`src/rtl/rx_data_phase_ctrl_if.sv`:
```
// Signal bundle between the receive data-phase controller and its token decoder,
// crc16 receive stage, transfer layer and TX handshake generator.
interface rx_data_phase_ctrl_if;
    logic        token_valid;
    logic        token_setup;
    logic        ep_buf_ready;
    logic        rx_sop_en;
    logic [7:0]  rx_data;
    logic        rx_lt_valid;
    logic        rx_lt_ready;
    logic        rx_lt_eop_en;
    logic        rx_crc16_err;
    logic        hs_ready;
    logic        rx_data_on;
    logic        hs_valid;
    logic [3:0]  hs_pid;
    logic        data_toggle;
    logic [10:0] rx_byte_cnt;
    logic        pkt_done;
    logic        err_timeout;
    logic        err_crc;
    logic        err_babble;

    // Controller side.
    modport slave (
        input  token_valid, token_setup, ep_buf_ready, rx_sop_en, rx_data,
               rx_lt_valid, rx_lt_ready, rx_lt_eop_en, rx_crc16_err, hs_ready,
        output rx_data_on, hs_valid, hs_pid, data_toggle, rx_byte_cnt,
               pkt_done, err_timeout, err_crc, err_babble
    );

    // Environment side.
    modport master (
        output token_valid, token_setup, ep_buf_ready, rx_sop_en, rx_data,
               rx_lt_valid, rx_lt_ready, rx_lt_eop_en, rx_crc16_err, hs_ready,
        input  rx_data_on, hs_valid, hs_pid, data_toggle, rx_byte_cnt,
               pkt_done, err_timeout, err_crc, err_babble
    );
endinterface

```
`src/rtl/rx_data_phase_ctrl.sv`:
```
// USB device OUT/SETUP data-phase controller: waits for the DATA packet after a
// token, counts beats, checks toggle/CRC/babble and requests the ACK/NAK handshake.
module rx_data_phase_ctrl #(
    parameter logic [15:0] TIMEOUT_CYC = 16'd720,
    parameter logic [10:0] MAX_PKT     = 11'd64
) (
    input  logic                 clk,
    input  logic                 rst_n,
    rx_data_phase_ctrl_if.slave  bus
);
    localparam logic [3:0] PID_DATA0 = 4'b0011;
    localparam logic [3:0] PID_DATA1 = 4'b1011;
    localparam logic [3:0] PID_ACK   = 4'b0010;
    localparam logic [3:0] PID_NAK   = 4'b1010;

    typedef enum logic [1:0] {IDLE, WAIT_SOP, DATA, HS} state_t;

    state_t      state_q;
    logic [15:0] timer_q;
    logic        nak_flag_q;
    logic        pid_bit_q;
    logic        rx_data_on_q;
    logic        hs_valid_q;
    logic [3:0]  hs_pid_q;
    logic        data_toggle_q;
    logic [10:0] rx_byte_cnt_q;
    logic        pkt_done_q;
    logic        err_timeout_q;
    logic        err_crc_q;
    logic        err_babble_q;

    logic [10:0] rx_byte_cnt_d;
    logic        babble;
    logic        timeout_hit;
    logic        pid_ok;

    // NOTE: every always_comb output gets a default first so no latch is inferred.
    always_comb begin
        rx_byte_cnt_d = rx_byte_cnt_q;
        if (bus.rx_lt_valid && bus.rx_lt_ready && (rx_byte_cnt_q != 11'h7FF))
            rx_byte_cnt_d = rx_byte_cnt_q + 11'd1;
    end

    // Babble is judged on the count including the EOP beat itself.
    assign babble      = rx_byte_cnt_d > (MAX_PKT + 11'd3);
    assign timeout_hit = timer_q == (TIMEOUT_CYC - 16'd1);
    assign pid_ok      = (bus.rx_data[3:0] == PID_DATA0) || (bus.rx_data[3:0] == PID_DATA1);

    // NOTE: all state and registered outputs update with non-blocking assignments.
    always_ff @(posedge clk or negedge rst_n) begin
        if (!rst_n) begin
            state_q       <= IDLE;
            timer_q       <= '0;
            nak_flag_q    <= 1'b0;
            pid_bit_q     <= 1'b0;
            rx_data_on_q  <= 1'b0;
            hs_valid_q    <= 1'b0;
            hs_pid_q      <= '0;
            data_toggle_q <= 1'b0;
            rx_byte_cnt_q <= '0;
            pkt_done_q    <= 1'b0;
            err_timeout_q <= 1'b0;
            err_crc_q     <= 1'b0;
            err_babble_q  <= 1'b0;
        end else begin
            pkt_done_q    <= 1'b0;
            err_timeout_q <= 1'b0;
            err_crc_q     <= 1'b0;
            err_babble_q  <= 1'b0;
            unique case (state_q)
                IDLE: begin
                    if (bus.token_valid) begin
                        state_q       <= WAIT_SOP;
                        timer_q       <= '0;
                        nak_flag_q    <= !bus.ep_buf_ready;
                        rx_byte_cnt_q <= '0;
                        rx_data_on_q  <= 1'b1;
                        if (bus.token_setup) data_toggle_q <= 1'b0;
                    end
                end
                WAIT_SOP: begin
                    if (bus.rx_sop_en) begin
                        timer_q <= '0;
                        if (pid_ok) begin
                            state_q   <= DATA;
                            pid_bit_q <= bus.rx_data[3];
                        end else begin
                            state_q      <= IDLE;
                            rx_data_on_q <= 1'b0;
                        end
                    end else if (timeout_hit) begin
                        state_q       <= IDLE;
                        timer_q       <= '0;
                        rx_data_on_q  <= 1'b0;
                        err_timeout_q <= 1'b1;
                    end else begin
                        timer_q <= timer_q + 16'd1;
                    end
                end
                DATA: begin
                    rx_byte_cnt_q <= rx_byte_cnt_d;
                    if (bus.rx_lt_eop_en) begin
                        timer_q      <= '0;
                        rx_data_on_q <= 1'b0;
                        if (bus.rx_crc16_err) begin
                            state_q   <= IDLE;
                            err_crc_q <= 1'b1;
                        end else if (babble) begin
                            state_q      <= IDLE;
                            err_babble_q <= 1'b1;
                        end else begin
                            state_q    <= HS;
                            hs_valid_q <= 1'b1;
                            if (nak_flag_q) begin
                                hs_pid_q <= PID_NAK;
                            end else begin
                                hs_pid_q <= PID_ACK;
                                // A repeated packet (toggle mismatch) is ACKed but not delivered.
                                if (pid_bit_q == data_toggle_q) begin
                                    data_toggle_q <= !data_toggle_q;
                                    pkt_done_q    <= 1'b1;
                                end
                            end
                        end
                    end else if (timeout_hit) begin
                        state_q       <= IDLE;
                        timer_q       <= '0;
                        rx_data_on_q  <= 1'b0;
                        err_timeout_q <= 1'b1;
                    end else begin
                        timer_q <= timer_q + 16'd1;
                    end
                end
                HS: begin
                    if (bus.hs_ready) begin
                        state_q    <= IDLE;
                        hs_valid_q <= 1'b0;
                    end
                end
                default: state_q <= IDLE;
            endcase
        end
    end

    assign bus.rx_data_on  = rx_data_on_q;
    assign bus.hs_valid    = hs_valid_q;
    assign bus.hs_pid      = hs_pid_q;
    assign bus.data_toggle = data_toggle_q;
    assign bus.rx_byte_cnt = rx_byte_cnt_q;
    assign bus.pkt_done    = pkt_done_q;
    assign bus.err_timeout = err_timeout_q;
    assign bus.err_crc     = err_crc_q;
    assign bus.err_babble  = err_babble_q;
endmodule

```
`src/flat_wrapper.sv`:
```
// flat-port wrapper written by rule: the top's interface ports become plain ports
module rx_data_phase_ctrl_flat 
#(
    parameter logic [15:0] TIMEOUT_CYC = 16'd720,
    parameter logic [10:0] MAX_PKT     = 11'd64
)
  (clk, rst_n, bus_token_valid, bus_token_setup, bus_ep_buf_ready, bus_rx_sop_en, bus_rx_data, bus_rx_lt_valid, bus_rx_lt_ready, bus_rx_lt_eop_en, bus_rx_crc16_err, bus_hs_ready, bus_rx_data_on, bus_hs_valid, bus_hs_pid, bus_data_toggle, bus_rx_byte_cnt, bus_pkt_done, bus_err_timeout, bus_err_crc, bus_err_babble);
  rx_data_phase_ctrl_if bus_i ();
  input  logic clk;
  input  logic rst_n;
  input wire logic [$bits(bus_i.token_valid)-1:0] bus_token_valid;
  input wire logic [$bits(bus_i.token_setup)-1:0] bus_token_setup;
  input wire logic [$bits(bus_i.ep_buf_ready)-1:0] bus_ep_buf_ready;
  input wire logic [$bits(bus_i.rx_sop_en)-1:0] bus_rx_sop_en;
  input wire logic [$bits(bus_i.rx_data)-1:0] bus_rx_data;
  input wire logic [$bits(bus_i.rx_lt_valid)-1:0] bus_rx_lt_valid;
  input wire logic [$bits(bus_i.rx_lt_ready)-1:0] bus_rx_lt_ready;
  input wire logic [$bits(bus_i.rx_lt_eop_en)-1:0] bus_rx_lt_eop_en;
  input wire logic [$bits(bus_i.rx_crc16_err)-1:0] bus_rx_crc16_err;
  input wire logic [$bits(bus_i.hs_ready)-1:0] bus_hs_ready;
  output wire logic [$bits(bus_i.rx_data_on)-1:0] bus_rx_data_on;
  output wire logic [$bits(bus_i.hs_valid)-1:0] bus_hs_valid;
  output wire logic [$bits(bus_i.hs_pid)-1:0] bus_hs_pid;
  output wire logic [$bits(bus_i.data_toggle)-1:0] bus_data_toggle;
  output wire logic [$bits(bus_i.rx_byte_cnt)-1:0] bus_rx_byte_cnt;
  output wire logic [$bits(bus_i.pkt_done)-1:0] bus_pkt_done;
  output wire logic [$bits(bus_i.err_timeout)-1:0] bus_err_timeout;
  output wire logic [$bits(bus_i.err_crc)-1:0] bus_err_crc;
  output wire logic [$bits(bus_i.err_babble)-1:0] bus_err_babble;
  assign bus_i.token_valid = bus_token_valid;
  assign bus_i.token_setup = bus_token_setup;
  assign bus_i.ep_buf_ready = bus_ep_buf_ready;
  assign bus_i.rx_sop_en = bus_rx_sop_en;
  assign bus_i.rx_data = bus_rx_data;
  assign bus_i.rx_lt_valid = bus_rx_lt_valid;
  assign bus_i.rx_lt_ready = bus_rx_lt_ready;
  assign bus_i.rx_lt_eop_en = bus_rx_lt_eop_en;
  assign bus_i.rx_crc16_err = bus_rx_crc16_err;
  assign bus_i.hs_ready = bus_hs_ready;
  assign bus_rx_data_on = bus_i.rx_data_on;
  assign bus_hs_valid = bus_i.hs_valid;
  assign bus_hs_pid = bus_i.hs_pid;
  assign bus_data_toggle = bus_i.data_toggle;
  assign bus_rx_byte_cnt = bus_i.rx_byte_cnt;
  assign bus_pkt_done = bus_i.pkt_done;
  assign bus_err_timeout = bus_i.err_timeout;
  assign bus_err_crc = bus_i.err_crc;
  assign bus_err_babble = bus_i.err_babble;
  rx_data_phase_ctrl #(.TIMEOUT_CYC(TIMEOUT_CYC), .MAX_PKT(MAX_PKT)) u_core (.clk(clk), .rst_n(rst_n), .bus(bus_i));
endmodule
```
`config.mk`:
```
export PLATFORM = sky130hd
export DESIGN_NAME = rx_data_phase_ctrl_flat
export DESIGN_NICKNAME = d
export VERILOG_FILES = /design/src/rtl/rx_data_phase_ctrl_if.sv /design/src/rtl/rx_data_phase_ctrl.sv /design/src/flat_wrapper.sv
export SDC_FILE = /design/constraint.sdc
export NUM_CORES = 1
export LEC_CHECK = 0
export CORE_MARGIN = 2
export CORE_UTILIZATION = 54
export CTS_CLUSTER_SIZE = 28
export DETAILED_ROUTE_END_ITERATION = 10
export HOLD_SLACK_MARGIN = 0.1
export PLACE_DENSITY = 0.81
export SYNTH_ARGS = -nofsm -noshare
export SYNTH_HDL_FRONTEND = slang
export SYNTH_SLANG_ARGS = --single-unit
```
`constraint.sdc`:
```
create_clock -name clk -period 2.9 [get_ports clk]
set_input_delay 0.58 -clock clk [delete_from_list [all_inputs] [get_ports clk]]
set_output_delay 0.58 -clock clk [all_outputs]
set_load 0.02 [all_outputs]
```
## Yosys cells after proc, flatten, opt, wreduce, memory -nomap -nowiden

Index checks and enable logic that the tools add are counted.

| storage, ports and cells | value |
|---|---|
| bits in registers | 42 |
| input bits | 19 |
| output and inout bits | 22 |

| operators by class | value |
|---|---|
| $add $sub $neg | 2 |
| $lt $le $gt $ge | 1 |
| eq/ne operators | 17 |
| muxes and demuxes | 54 |
| bitwise operators | 2 |
| reduce and logical (&&, ||, !) cells | 18 |

Operators with widths:

| cell | count |
|---|---|
| 16-bit 2-to-1 mux | 4 |
| 16-bit case mux with 3 select lines | 1 |
| 1-bit 2-to-1 mux | 32 |
| 11-bit 2-to-1 mux | 2 |
| 11-bit case mux with 2 select lines | 1 |
| 16-bit by 1-bit adder with 16-bit output (second input constant) | 1 |
| 16-bit by 10-bit equality test with 1-bit output (second input constant) | 1 |
| 2-bit 2-to-1 mux | 8 |
| 2-bit != test (second input constant) | 7 |
| 11-bit by 1-bit adder with 11-bit output (second input constant) | 1 |
| 11-bit by 7-bit greater-than comparator with 1-bit output (second input constant) | 1 |
| 11-bit != test (second input constant) | 1 |
| 2-bit case mux with 4 select lines | 1 |
| 2-bit AND reduction | 4 |
| 8-bit AND reduction | 1 |
| 1-bit case mux with 2 select lines | 3 |
| 3-bit AND reduction | 2 |
| 5-bit AND reduction | 1 |
| 2-bit equality test (second input constant) | 2 |
| 4-bit by 2-bit equality test with 1-bit output (second input constant) | 1 |
| 4-bit equality test (second input constant) | 1 |
| 4-bit 2-to-1 mux | 1 |
| 4-bit AND reduction | 1 |
| 2-bit nonzero test | 2 |
| 11 further kinds | 14 |

## Depth between registers and ports, before layout

Gate-level depths: netlist of run 1.

| logic depth | value |
|---|---|
| depth in word-level cells | 8 |
| depth in mapped cells | 11 |

## Worst setup path before layout of run 1

Ideal clock, no wire load.

| timing path | value |
|---|---|
| kind | reg-to-reg |
| start point | reg u_core.rx_byte_cnt_q[5] (netlist: u_core.bus.rx_byte_cnt[5]) |
| end point | reg u_core.hs_pid_q[3] (netlist: u_core.bus.hs_pid[3]) |
| setup time | 125 ps |
| arrival time | 2066 ps |
| setup slack | 709 ps |
| cell stages (with the launch flop) | 9 |
| period minus slack after synthesis | 2191 ps |
| cell sequence | dfrtp_1 buf_6 and4_1 buf_6 a2111oi_4 xnor2_1 a22o_4 nand2_4 mux2_4 |

| between the ends | value |
|---|---|
| word-level cells in the longest chain between the ends | 6 |
| elaborated cells between the ends (all ways) | 7 |
| classes of those cells | add/sub (1); order compare (1); eq/ne (1); mux (1); bitwise (1); reduce/logical (2) |

Ends and longest elaborated chain:

| element | line | text |
|---|---|---|
| start: declaration | rx_data_phase_ctrl.sv:26 | `logic [10:0] rx_byte_cnt_q;` |
| start signal: assignment | rx_data_phase_ctrl.sv:101 | `rx_byte_cnt_q <= rx_byte_cnt_d;` |
| branches (longest 2 deep; another with 11-bit by 1-bit adder with 11-bit output) | - |  |
| 11-bit 2-to-1 mux * | rx_data_phase_ctrl.sv:40 | `if (bus.rx_lt_valid && bus.rx_lt_ready && (rx_byte_cnt_q != 11'h7FF))` |
| 11-bit by 7-bit greater-than comparator with 1-bit output * | rx_data_phase_ctrl.sv:45 | `assign babble = rx_byte_cnt_d > (MAX_PKT + 11'd3);` |
| 1-bit inverter (no source line) * | - |  |
| 4-bit AND reduction (no source line) * | - |  |
| end signal: assignment | rx_data_phase_ctrl.sv:58 | `hs_pid_q <= '0;` |
| end signal: assignment | rx_data_phase_ctrl.sv:115 | `hs_pid_q <= PID_NAK;` |
| end signal: assignment | rx_data_phase_ctrl.sv:117 | `hs_pid_q <= PID_ACK;` |
| end: declaration | rx_data_phase_ctrl.sv:24 | `logic [3:0] hs_pid_q;` |

Mark *: on every way between the ends.
A chain may end at the register's enable or synchronous reset.

## Final worst setup path of run 1

| timing path | value |
|---|---|
| start point | in bus_rx_lt_valid |
| end point | reg u_core.hs_pid_q[3] (netlist: u_core.bus.hs_pid[3]) |

| between the ends | value |
|---|---|
| word-level cells in the longest chain between the ends | 6 |

Ends and longest elaborated chain:

| element | line | text |
|---|---|---|
| start: declaration | flat_wrapper.sv:16 | `input wire logic [$bits(bus_i.rx_lt_valid)-1:0] bus_rx_lt_valid;` |
| 1-bit logical AND (2 in series) | rx_data_phase_ctrl.sv:40 |  |
| 11-bit 2-to-1 mux | rx_data_phase_ctrl.sv:40 |  |
| 11-bit by 7-bit greater-than comparator with 1-bit output | rx_data_phase_ctrl.sv:45 |  |
| 1-bit inverter (no source line) | - |  |
| 4-bit AND reduction (no source line) | - |  |

Every way passes these cells.

==> results.ini, run 1 <==
[min_path]
hold_class=in2async

[worst_setup_path]
crit_arrival_ps=2620
cp.required_ps=3080
cp-end-kind=flip-flop
path_class=in2reg
setup.worst_path.start_class=input pin
cp_cell_sequence=clkdlybuf4s50_1 > nand2_1 > nor3_1 > nand3b_1 > a221oi_2 > nand2_4 > mux2_4
cp_max_fo=5
cp.depth=7
crit_path_max_incr_delay_ps=520
cpMaxStageDelayCell=clkdlybuf4s50_1
worst-path-buf-inv=1
rr_worst_depth=7
crit_family=simple AND/OR/NAND/NOR gates

[routing]
dr.pass1.iters=4
vias=2328
avgRoutedWirePerCell_um=15.6
via_per_inst=6.19
routed_wirelength_mm=5.87
initialDrtViolationCount=167
drc=0
ant_nets=0

[floorplanning]
die_w_um=72.4
initial_core_util_pct=56.9
ios=41
coreArea_um2=4440
die-height_um=72.4
rows=24
die_area_um2=5250

[timing]
finalMaxSlewViolations=0
setup_tns_ps=0
final-setup-viol-count=0
finalCriticalPeriod_ps=2440
rsz0062_at_grt=false
hold_viol=0
tightestPinTransition_ps=882
clock_skew_ps=10.4
max_freq_mhz=410
period_share_pct=84.1
slew_headroom_pct=41.2

[global_routing]
grt_use_total_pct=24.2
antenna_found_initial=0
use_met2_pct=42.1
grt_pass1_vias=2258
grt_max_degree=41
grt_use_met1_pct=31.1
grt_pass1_wl_mm=10.2
met3_usage_pct=5.00
top_usage_layer=met2
grt_overflow=0

[placement]
placed_cells=369
dp_hpwl_mm=4.22
placed_area_um2=2880
port_buffers=34
place_congestion=0.967

[yosys]
yosysSeqAreaShare_pct=39.6
synthArstFlopShare_pct=100
synth_warnings=0
synth-edff-count=0
synth_cell_types=60
ys.flop_type=dfrtp_1
syn_area_um2=2530
syn_area_per_cell_um2=8.61
ys_ff_latch=40
synth_cells=294

[finish]
fin_cells=376
syn2layout_area_growth_pct=16.9
drive_gt1_share_pct=7.41
design_area_um2=2960
nNetsFinal=350
multi_input_area_um2=1400
regArea_um2=1000
finish.utilization_pct=66.6
diodes=0
nFillCells=380
mostFrequentLayoutCells=nand2_1, dfrtp_1, o21ai_0
final_common_cell=nand2_1

[pwr]
power.leakage_nw=1.22
clkPwrFrac_pct=23.4
power_density_nw_per_um2=505
ir_worst_vdd_v=0.000304
switchingPower_mw=0.535
p_seq_share_pct=44.3
internal_power_mw=0.960
comb_power_share_pct=32.2
power.total_mw=1.49
switching_share_pct=35.8

[cts]
clkLatencyLatePin_ps=290
root_buffer=clkbuf_8
htree_levels=2
clock-sinks=40
cts_tree=built
ctsResizeCount=0
post_cts_buffers=0
cts_buffers=5
cts_hold_buf=0
clock_path_buffers=2
clkTransAtPathRegs_ps=80

[run_status]
status=finished, final reports clean

[run]
max_cap_violations=0

[cell type report]
class / instances / area share [%]
multi-input cells: 227 / 47.2
flip-flops and latches: 40 / 33.8
repair buffers: 39 / 12.6
clock buffers: 5 / 2.33
well taps: 52 / 2.20
inverters: 11 / 1.40
clock inverters: 2 / 0.423
[logic make-up after synthesis]
group	Yosys count	share of synthesized area, %
and+or+nand+nor	123	24.9
AOI/OAI and AO/OA	88	23.7
DFF	40	39.6
buffers and inverters	28	5.39
adders and majority gates	7	3.46
muxes	4	1.83
xor gates and xnor gates	3	1.04
other	1	0.148
[sequential cells by signal, indices dropped and copies added (netlist names), 2 cells and up]
signal	flops
u_core.bus.rx_byte_cnt	11
u_core.bus.hs_pid	2
u_core.state_q	2
u_core.timer_q	16
[final timing paths]
path,endpoint,slack (ps),from
max,u_core.bus.hs_pid[3],460,bus_rx_lt_valid
min,u_core.bus.rx_byte_cnt[10],410,rst_n
max reg2reg,u_core.bus.hs_pid[3],480,u_core.bus.rx_byte_cnt[1]
min reg2reg,u_core.bus.hs_pid[1],490,u_core.bus.hs_pid[1]
max in group asynchronous,u_core.bus.rx_byte_cnt[2],1930,rst_n
min in group clk,u_core.bus.hs_pid[1],490,u_core.bus.hs_pid[1]
[metrics by stage]
step                hold WS (ps)  worst slack, ps
floorplan                    284              709
global placement             450              224
detailed placement           480              180
CTS                          448              478
global route                 500              269
finish                       410              461
[routing by layer]
layer	vias to the layer above	share of wire (%)
li1	1138	-
met1	1110	44
met2	74	50
met3	6	5.8
met4	0	0.72
met5	-	0
[power groups by stage]
stage          registers [mW]  clock network [mW]  logic [mW]
6_report                0.663               0.350       0.482
5_1_grt                 0.671               0.384       0.547
4_1_cts                 0.663               0.357       0.483
3_5_place_dp            0.675                   0       0.481
3_3_place_gp            0.671                   0       0.474
2_1_floorplan           0.692                   0       0.280
[Yosys cell counts, types with 3 or more instances]
library cell,count,area (µm²)
a31oi_1,9,56.3
nand4_1,8,50.1
o21ai_0,34,170
dfrtp_1,40,1000
a22o_1,5,43.8
nand2_1,46,173
and2_1,5,31.3
nand3_1,9,45.0
buf_6,3,33.8
nor3_1,5,25.0
o31ai_1,7,52.6
ha_1,7,87.6
nor2_1,15,56.3
nand2b_1,4,25.0
clkbuf_1,10,37.5
and3_1,12,75.1
o41ai_1,3,26.3
inv_1,10,37.5
a211oi_1,3,22.5
or3_1,3,18.8
o21ai_1,3,15.0
a21oi_1,7,35.0
Note: power is estimated with default switching activity, not from simulation.
==> run 2: changes to the inputs <==
--- a/config.mk
+++ b/config.mk
@@ -6,11 +6,11 @@
 export NUM_CORES = 1
 export LEC_CHECK = 0
 export CORE_MARGIN = 2
-export CORE_UTILIZATION = 54
+export CORE_UTILIZATION = 48
 export CTS_CLUSTER_SIZE = 28
 export DETAILED_ROUTE_END_ITERATION = 10
 export HOLD_SLACK_MARGIN = 0.1
-export PLACE_DENSITY = 0.81
+export PLACE_DENSITY = 0.76
 export SYNTH_ARGS = -nofsm -noshare
 export SYNTH_HDL_FRONTEND = slang
 export SYNTH_SLANG_ARGS = --single-unit
==> constraint.sdc (replaced) <==
create_clock -name clk -period 2.2 [get_ports clk]
set_input_delay 0.44 -clock clk [delete_from_list [all_inputs] [get_ports clk]]
set_output_delay 0.44 -clock clk [all_outputs]
set_load 0.02 [all_outputs]
==> results.ini, run 2 (synthesized netlist as in run 1, its figures left out) <==
[floorplanning]
ios=41  ; unchanged
die_w_um=76.6  ; was 72.4 µm
coreArea_um2=5110  ; was 4440 µm²
die-height_um=76.6  ; was 72.4 µm
die_area_um2=5870  ; was 5250 µm²
initial_core_util_pct=49.5  ; was 56.9%
rows=26  ; was 24

[finish]
largest_reg_flops=16  ; unchanged
mostFrequentLayoutCells=nand2_1, dfrtp_1, o21ai_0, buf_4, clkdlybuf4s50_1  ; was nand2_1, dfrtp_1, o21ai_0
regArea_um2=1000  ; unchanged
multi_input_area_um2=1420  ; was 1400 µm²
drive_gt1_share_pct=16.7  ; was 7.41%
diodes=0  ; unchanged
nNetsFinal=379  ; was 350
finish.utilization_pct=63.7  ; was 66.6%
top_register=u_core.timer_q  ; unchanged
final_common_cell=nand2_1  ; unchanged
fin_cells=424  ; was 376
nFillCells=456  ; was 380
syn2layout_area_growth_pct=28.7  ; was 16.9%

[worst_setup_path]
crit_path_max_incr_delay_ps=510  ; was 520 ps
crit_arrival_ps=2290  ; was 2620 ps
cp_max_fo=4  ; was 5
path_class=in2reg  ; unchanged
cp_cell_sequence=clkdlybuf4s50_1 > nand4_1 > or3_1 > o21ai_0 > o2111ai_1 > o41ai_2 > o211ai_1  ; was clkdlybuf4s50_1 > nand2_1 > nor3_1 > nand3b_1 > a221oi_2 > nand2_4 > mux2_4
setup.worst_path.start_class=input pin  ; unchanged
rr_worst_depth=7  ; unchanged
reg2reg_slack_ps=110  ; was 480 ps
cp.required_ps=2390  ; was 3080 ps
startpoint=bus_rx_lt_valid  ; unchanged
timing.rr.start=u_core.bus.rx_byte_cnt[4]  ; was u_core.bus.rx_byte_cnt[1]
rr_endpoint=u_core.bus.hs_valid  ; was u_core.bus.hs_pid[3]
cpMaxStageDelayCell=clkdlybuf4s50_1  ; unchanged
cp-end-kind=flip-flop  ; unchanged

[placement]
placed_cells=415  ; was 369
dp_hpwl_mm=4.79  ; was 4.22 mm
post-place-ws_ps=-334  ; was 180 ps
place_congestion=0.875  ; was 0.967
port_buffers=34  ; unchanged

[routing]
via_per_inst=5.85  ; was 6.19
dr.pass1.iters=5  ; was 4
vias=2482  ; was 2,328
drc=0  ; unchanged
initialDrtViolationCount=180  ; was 167
ant_nets=0  ; unchanged
routed_wirelength_mm=6.65  ; was 5.87 mm
avgRoutedWirePerCell_um=15.7  ; was 15.6 µm

[cts]
htree_levels=2  ; unchanged
clkLatencyLatePin_ps=310  ; was 290 ps
cts_buffers=5  ; unchanged
clock_path_buffers=2  ; unchanged
clkTransAtPathRegs_ps=100  ; was 80 ps
root_buffer=clkbuf_8  ; unchanged
cts_tree=built  ; unchanged
clock-sinks=40  ; unchanged

[timing]
finalMaxSlewViolations=0  ; unchanged
slew_headroom_pct=50.5  ; was 41.2%
final-setup-viol-count=0  ; unchanged
setup_tns_ps=0  ; unchanged
max_freq_mhz=477
hold_viol=0  ; unchanged
fin_ws_ps=102  ; was 461 ps
finalCriticalPeriod_ps=2100
tightestPinTransition_ps=737  ; was 882 ps
clock_skew_ps=12.2  ; was 10.4 ps
period_share_pct=95.3

[global_routing]
grt_max_degree=41  ; unchanged
grt_use_total_pct=23.7  ; was 24.2%
antenna_found_initial=0  ; unchanged
grt_pass1_wl_mm=11.3  ; was 10.2 mm
grt_overflow=0  ; unchanged
grt_pass1_vias=2422  ; was 2,258

[run]
max_cap_violations=0  ; unchanged

[pwr]
ir_worst_vdd_v=0.000385  ; was 0.000304 V
power.leakage_nw=1.38  ; was 1.22 nW
power_density_nw_per_um2=689  ; was 505 nW/µm²

[min_path]
hold_class=in2async  ; unchanged

[run_status]
status=finished, final reports clean  ; unchanged

[run 2: worst max-delay path, delay by kind of cell]
family | cells | cell delay [ps]
and+or+nand+nor | 2 | 540
AOI/OAI and AO/OA | 4 | 790
buffers and inverters | 1 | 510
[run 2: final cells by class]
type / count / area share [%]
Tap cell: 70 / 2.69
Timing Repair Buffer: 68 / 18.1
Inverter: 11 / 1.27
Clock inverter: 3 / 1.42
Clock buffer: 5 / 2.11
Multi-Input combinational cell: 227 / 43.6
Sequential cell: 40 / 30.7
[run 2: through the flow]
step	cell area (µm²)	total power [mW]	hold slack (ps)
after floorplan	2530	1.28	144
after global placement	3110	1.58	454
after detailed placement	3110	1.60	454
after CTS	3230	2.24	209
after global routing	3260	2.38	231
final	3260	2.24	189
[run 2: how the worst max path moves through the flow]
stage	end	slack (ps)	cells after the start
finish	u_core.bus.data_toggle	100	7
global route	u_core.bus.hs_valid	-20	7
CTS	u_core.bus.data_toggle	20	7
detailed placement	u_core.bus.hs_pid[3]	-330	7
global placement	u_core.bus.hs_pid[3]	-260	7
floorplan	u_core.bus.hs_pid[3]	9	8
[run 2: metal layers]
| metal | vias up | part of all wire (%) | global-route usage (%) |
|---|---|---|---|
| met3 | 16 | 5.4 | 5.09 |
| met2 | 83 | 49 | 41.3 |
| li1 | 1196 | - | - |
| met5 | - | 0 | 0 |
| met1 | 1187 | 43 | 29.4 |
| met4 | 0 | 2.3 | 6.91 |
[run 2: where the power goes]
part | leakage (nW) | switching, mW | internal [mW] | total (mW)
combinational | 0.781 | 0.425 | 0.299 | 0.724
clock | 0.0548 | 0.300 | 0.342 | 0.642
sequential | 0.549 | 0.0727 | 0.805 | 0.878
total | 1.38 | 0.798 | 1.45 | 2.24
[run 2: repair_timing]
action / 4_1_cts / 5_1_grt
hold buffers: 0 / 0
hold endpoints to repair: 0 / 0
buffers inserted: 0 / 1
endpoints found under the setup margin: 1 / 5
cloned: 0 / 0
pin swaps: 0 / 3
gates resized for setup: 1 / 4
==> run 3: changes to the inputs <==
--- a/config.mk
+++ b/config.mk
@@ -5,6 +5,7 @@
 export SDC_FILE = /design/constraint.sdc
 export NUM_CORES = 1
 export LEC_CHECK = 0
+export CAP_MARGIN = 20
 export CORE_MARGIN = 2
 export CORE_UTILIZATION = 48
 export CTS_CLUSTER_SIZE = 28
==> results of run 3 <==
Same layout as run 2: the final DEF is identical, and so are final timing and power.
